[config.mk]
export PLATFORM = sky130hd
export DESIGN_NAME = fetch_unit
export DESIGN_NICKNAME = d
export VERILOG_FILES = /design/src/rtl/fetch_unit.sv
export SDC_FILE = /design/constraint.sdc
export NUM_CORES = 1
export LEC_CHECK = 0
export ABC_AREA = 1
export BUFFER_PORTS_ARGS = -buffer_cell sky130_fd_sc_hd__buf_4
export CORE_UTILIZATION = 55
export DETAILED_ROUTE_END_ITERATION = 12
export GPL_TIMING_DRIVEN = 0
export PLACE_DENSITY_LB_ADDON = 0.05
export SKIP_LAST_GASP = 1
export SLEW_MARGIN = 10
export SYNTH_ARGS = -nofsm -noshare
export SYNTH_HDL_FRONTEND = slang
export SYNTH_SLANG_ARGS = --single-unit
[constraint.sdc]
create_clock -name clk -period 4.14 [get_ports clk]
set_input_delay 0.828 -clock clk [delete_from_list [all_inputs] [get_ports clk]]
set_output_delay 0.828 -clock clk [all_outputs]
set_load 0.1 [all_outputs]
[src/rtl/fetch_unit.sv]
// Instruction fetch stage: issues one read per instruction from the PC and buffers
// returned words with their addresses in a first-word fall-through FIFO toward decode.
module fetch_unit #(
    parameter int unsigned DEPTH = 2
) (
    input  logic        clk,
    input  logic        rst,
    input  logic [15:0] pc_in,
    output logic        pc_inc,
    input  logic        flush,
    output logic        mem_req,
    output logic [15:0] mem_addr,
    input  logic        mem_ack,
    input  logic [15:0] mem_rdata,
    output logic        ir_valid,
    output logic [15:0] ir_data,
    output logic [15:0] ir_addr,
    input  logic        ir_ready
);

    localparam int unsigned PtrW = $clog2(DEPTH);
    localparam int unsigned CntW = PtrW + 1;
    localparam logic [CntW-1:0] FullCnt = CntW'(DEPTH);

    typedef enum logic [1:0] {
        StIdle,
        StReq,
        StDrop
    } state_e;

    state_e          state_q, state_d;
    logic            mem_req_q, mem_req_d;
    logic [15:0]     mem_addr_q, mem_addr_d;
    logic            pc_inc_q, pc_inc_d;
    logic [PtrW-1:0] rd_ptr_q, rd_ptr_d;
    logic [PtrW-1:0] wr_ptr_q, wr_ptr_d;
    logic [CntW-1:0] count_q, count_d;
    logic [15:0]     data_q [DEPTH];
    logic [15:0]     addr_q [DEPTH];
    logic            push;
    logic            pop;

    assign ir_valid = (count_q != '0);
    assign ir_data  = data_q[rd_ptr_q];
    assign ir_addr  = addr_q[rd_ptr_q];
    assign mem_req  = mem_req_q;
    assign mem_addr = mem_addr_q;
    assign pc_inc   = pc_inc_q;

    // A flush drops any pop requested in the same cycle.
    assign pop = ir_valid && ir_ready && !flush;

    always_comb begin
        state_d    = state_q;
        mem_req_d  = mem_req_q;
        mem_addr_d = mem_addr_q;
        pc_inc_d   = 1'b0;
        push       = 1'b0;
        unique case (state_q)
            StIdle: begin
                mem_req_d = 1'b0;
                if (!flush && (count_q < FullCnt)) begin
                    mem_addr_d = pc_in;
                    mem_req_d  = 1'b1;
                    pc_inc_d   = 1'b1;
                    state_d    = StReq;
                end
            end
            StReq: begin
                if (mem_ack) begin
                    mem_req_d = 1'b0;
                    push      = !flush;
                    state_d   = StIdle;
                end else if (flush) begin
                    // The bus cannot abort: keep requesting and discard the reply.
                    state_d = StDrop;
                end
            end
            StDrop: begin
                if (mem_ack) begin
                    mem_req_d = 1'b0;
                    state_d   = StIdle;
                end
            end
            default: begin
                mem_req_d = 1'b0;
                state_d   = StIdle;
            end
        endcase
    end

    always_comb begin
        rd_ptr_d = rd_ptr_q;
        wr_ptr_d = wr_ptr_q;
        count_d  = count_q;
        if (flush) begin
            rd_ptr_d = '0;
            wr_ptr_d = '0;
            count_d  = '0;
        end else begin
            if (push) begin
                wr_ptr_d = wr_ptr_q + PtrW'(1);
            end
            if (pop) begin
                rd_ptr_d = rd_ptr_q + PtrW'(1);
            end
            unique case ({push, pop})
                2'b10:   count_d = count_q + CntW'(1);
                2'b01:   count_d = count_q - CntW'(1);
                default: count_d = count_q;
            endcase
        end
    end

    always_ff @(posedge clk or negedge rst) begin
        if (!rst) begin
            state_q    <= StIdle;
            mem_req_q  <= 1'b0;
            mem_addr_q <= '0;
            pc_inc_q   <= 1'b0;
            rd_ptr_q   <= '0;
            wr_ptr_q   <= '0;
            count_q    <= '0;
        end else begin
            state_q    <= state_d;
            mem_req_q  <= mem_req_d;
            mem_addr_q <= mem_addr_d;
            pc_inc_q   <= pc_inc_d;
            rd_ptr_q   <= rd_ptr_d;
            wr_ptr_q   <= wr_ptr_d;
            count_q    <= count_d;
        end
    end

    always_ff @(posedge clk or negedge rst) begin
        if (!rst) begin
            for (int unsigned i = 0; i < DEPTH; i++) begin
                data_q[i] <= '0;
                addr_q[i] <= '0;
            end
        end else if (push) begin
            data_q[wr_ptr_q] <= mem_rdata;
            addr_q[wr_ptr_q] <= mem_addr_q;
        end
    end

    // Issue is gated on free space with one read in flight, so a full push is impossible.
    a_no_push_full: assert property (@(posedge clk) disable iff (!rst)
        push |-> (count_q < FullCnt));
    a_req_not_idle: assert property (@(posedge clk) disable iff (!rst)
        mem_req_q |-> (state_q != StIdle));

endmodule

# Word level (Yosys, flattened, before mapping)
# Cells that the tools add are included.
[word_totals]
ff_bits = 88
output_inout_bits = 51
[classes]
n_mux = 27
n_reduce_logical = 13
add_sub_neg = 4
n_eq_ne = 8
n_bitwise = 2
n_lt_le_gt_ge = 4
[ops]
columns = ["operator", "n"]
rows = [
  ["two-way mux 16 bit", 7],
  ["bitwise mux 32 bit", 2],
  ["demux 16 bit (select 1 bit)", 1],
  ["two-way mux 2 bit", 5],
  ["two-way mux 1 bit", 9],
  ["one-hot mux 2 bit (3 select lines)", 1],
  ["nonzero test 2 bit", 3],
  ["equality test 2 x 1 -> 1 bit (second input constant)", 2],
  ["equality test 2 bit (second input constant)", 2],
  [">= comparator 2 bit (second input constant)", 2],
  ["logical AND 1 bit", 4],
  ["inequality test 2 bit (second input constant)", 2],
  ["NOT 1 -> 2 bit", 2],
  ["one-hot mux 2 bit (2 select lines)", 1],
  ["inequality test 3 bit (second input constant)", 1],
  ["AND reduction 3 bit", 1],
  ["nonzero test 3 bit", 1],
  ["adder 1 bit (second input constant)", 2],
  ["adder 2 x 1 -> 2 bit (second input constant)", 1],
  ["logical NOT 2 bit", 1],
  ["< comparator 2 x 1 -> 1 bit (second input constant)", 1],
  ["< comparator 2 bit (second input constant)", 1],
  ["inequality test 2 x 1 -> 1 bit (second input constant)", 1],
  ["one-hot mux 1 bit (2 select lines)", 1],
  ["other kinds (4)", 4],
]

# Depth between registers and ports, before layout
[depth]
ltp_word = 6
depth_mapped = 9

# Worst setup path after synthesis
# Ideal clock, no wire load.
[synth_path]
path_type = "reg-to-output"
from = "register rd_ptr_q"
to = "output ir_addr[0]"
path_buffers = 2
setup_slack_ps = 1753
path_stages_with_launch = 6
arrival_time_ps = 1559
cell_sequence = "dfrtp_1 -> buf_2 -> clkinv_1 -> clkbuf_1 -> nand2_1 -> nand2_1"
[synth_between]
elab_chain_len = 4
[synth_rtl]
columns = ["item", "line", "source"]
rows = [
  ["start: declaration", "35", "logic [PtrW-1:0] rd_ptr_q, rd_ptr_d;"],
  ["start signal: assignment", "129", "rd_ptr_q <= rd_ptr_d;"],
  ["NOT 1 -> 2 bit (not written as such)", "45", "assign ir_addr = addr_q[rd_ptr_q];"],
  ["two-way mux 16 bit (not written as such) (3 in series)", "45", ""],
  ["end: declaration", "17", "output logic [15:0] ir_addr,"],
]
# Every way passes these cells. The select of a mux whose other input is x is not followed.

# Worst setup path after layout
[layout_path]
from = "register rd_ptr_q"
to = "output ir_addr[2]"
# Same word-level chain as after synthesis.

==> results.py <==
metrics = {
    "run_status": {
        "status": "complete, no violations",
    },
    "sta": {
        "finalClockSkew_ns": 0.0127,
        "rsz0062_at_grt": "no",
        "fmax_mhz": 359,
        "max_slew_margin_pct": 27.6,
        "slew_violations": 0,
        "fin_crit_sh_pct": 67.3,
        "setup_viol": 0,
        "tns_ns": 0,
        "finalHoldViolCount": 0,
        "period_minus_slack_ns": 2.79,
        "tightest_slew_ns": 1.09,
        "holdWs_ns": 0.489,
    },
    "worst_hold_path": {
        "hold_class": "flop to flop",
        "hold_start": "data_q[18]",
    },
    "worst_setup_path": {
        "worst-path-max-fanout": 10,
        "startpoint_type": "flop",
        "timing.critical_path.mode_cell": "nand2_1",
        "reg2reg_from": "state_q[1]",
        "path_cells": "buf_2 -> clkinv_1 -> clkbuf_1 -> nand2_1 -> nand2_1 -> buf_4",
        "worst_setup_path_end_kind": "primary output",
        "worst-setup-path-type": "flop to primary output",
        "cp.arrival_ns": 1.96,
        "worst_path_largest_cell_delay_ns": 0.42,
        "cpLargestDelayFamily": "buffers and inverters",
        "cp_num_buf_inv": 4,
        "critPathLaunch": "rd_ptr_q",
        "crit_path_top_delay_cell": "clkbuf_1",
        "required_ns": 3.31,
    },
    "cells_and_area": {
        "final_util_pct": 71.7,
        "syn2layout_area_growth_pct": 25.8,
        "layout.nets": 592,
        "drive_above_1_share_pct": 26.6,
        "diodes": 0,
    },
    "floorplanning": {
        "core_um2": 6830,
        "design.die.area_um2": 7410,
        "ios": 88,
        "die_y_um": 86.1,
        "fp.dieW_um": 86.1,
        "row_count": 30,
        "initial_core_util_pct": 57.0,
    },
    "synthesis": {
        "yosys_register_bits": 88,
        "synth_nets": 494,
        "ys_top_cells_by_area": "dfrtp_1 (57%), nand2_1 (19%), o21ai_2 (5.2%)",
        "synth_top_area_share_pct": 56.6,
        "synth_top_area_cell": "dfrtp_1",
        "synth_warnings": 0,
        "avgSynthCellArea_um2": 8.59,
        "netlist_area_um2": 3890,
        "syn-instance-count": 453,
        "ys_types": 20,
        "ys_seq_area_share_pct": 56.6,
    },
    "clock_network": {
        "cts_inserted_buffers": 9,
        "worstSkewPairLatency_ns": 0.36,
        "htree_levels": 3,
        "cts.sinks": 88,
        "cts_tree": "yes",
        "cts-resized-gates": 0,
        "cts_buffer_depth": 2,
        "post_cts_buffers": 0,
        "cts-root-buf": "clkbuf_8",
        "path_clk_slew_ns": 0.09,
        "cts_hold_buf": 0,
    },
    "global_route": {
        "track_usage_pct": 25.5,
        "grt_overflow": 0,
        "grt_pass1_vias": 3061,
        "antenna_found_initial": 0,
        "grt_pass1_wl_um": 14400,
        "grt_max_degree": 89,
    },
    "placement": {
        "dp_hpwl_um": 5940,
        "routabilityCongestion": 0.787,
        "portBuffers": 87,
    },
    "route": {
        "dr.first_iter.drc_count": 209,
        "final_antenna_net_count": 0,
        "drt_pass1_iterations": 4,
        "vias": 3215,
        "drt-wirelength-per-cell_um": 13.5,
        "drc": 0,
        "routed_wl_um": 8800,
        "drt-vias-per-instance": 4.93,
    },
    "run": {
        "cap_violations": 0,
    },
}
## cells in the mapped netlist, drive strengths merged
| cell | number |
|---|---|
| a21oi | 3 |
| buf | 17 |
| clkbuf | 6 |
| clkinv | 1 |
| dfrtp | 88 |
| ha | 4 |
| inv | 42 |
| nand2 | 194 |
| nand3 | 6 |
| nand4 | 2 |
| nor2 | 5 |
| o21ai | 85 |
## flip-flops by register name, summed over array words and instances (netlist names)
register,count
addr_q,32
pc_inc,1
data_q,32
wr_ptr_q,1
mem_addr,16
rd_ptr_q,1
mem_req,1
state_q,2
count_q,2
## layer usage
layer | global-route usage, % | share of wire, % | wire [um]
met1 | 35.4 | 46 | 4010
met2 | 41.8 | 48 | 4250
met4 | 7.27 | 1.3 | 110
met3 | 4.23 | 4.9 | 429
met5 | 0 | 0 | 0
## kinds of logic after synthesis
logic type      count (synthesis)  synth area share, %
flops                          88                 56.6
fa+ha+maj                       4                 1.29
buf+inv                        66                 7.91
compound gates                 88                 13.5
simple gates                  207                 20.7
## layout make-up
class	instances	area, um2
repair buffers	87	653
clock buffers	12	155
flip-flops and latches	88	2200
multi-input cells	299	1380
plain buffers	23	146
clock inverters	4	76.3
well taps	96	120
fillers	555	1940
inverters	43	161
## cell usage in the layout (no fill, tap or decap), types with 2 or more instances in the layout
cell type | netlist | routed
clkbuf_1 | 5 | 6
nand4_1 | 2 | 2
dfrtp_1 | 88 | 88
nand3_1 | 5 | 5
nor2_1 | 4 | 4
inv_1 | 40 | 40
inv_2 | 2 | 2
buf_6 | 6 | 6
nand2_1 | 193 | 193
ha_1 | 4 | 4
buf_4 | 0 | 87
o21ai_2 | 23 | 23
o21ai_1 | 24 | 24
buf_2 | 11 | 11
clkbuf_8 | 0 | 11
bufinv_16 | 0 | 2
a21oi_1 | 3 | 3
o21ai_0 | 38 | 38
## worst min-delay path, stage by stage (launching register included)
cell and delay, ns:
dfrtp_1 0.35, nand2_1 0.06, o21ai_2 0.05
## worst paths after layout
check | endpoint | slack (ns) | depth (start not counted)
hold reg to reg | data_q[18] | 0.49 | 2
max in group asynchronous | addr_q[3] | 2.79 | 1
min in group asynchronous | state_q[0] | 0.66 | 1
setup reg to reg | data_q[6] | 2.50 | 8
hold / removal | data_q[18] | 0.49 | 2
setup / recovery | ir_addr[2] | 1.35 | 6
## metrics by stage
stage                     area [um2]  setup slack (ns)  instances
after floorplan                 3890              1.75        453
after global placement          4660              1.76        636
after detailed placement        4660              1.75        636
after CTS                       4900              1.35        652
after global routing            4900              1.22        652
final                           4900              1.35        652
Power is left out: the tool's default activity adds up to more than one toggle a clock period on the data nets, which glitch-free logic cannot reach.
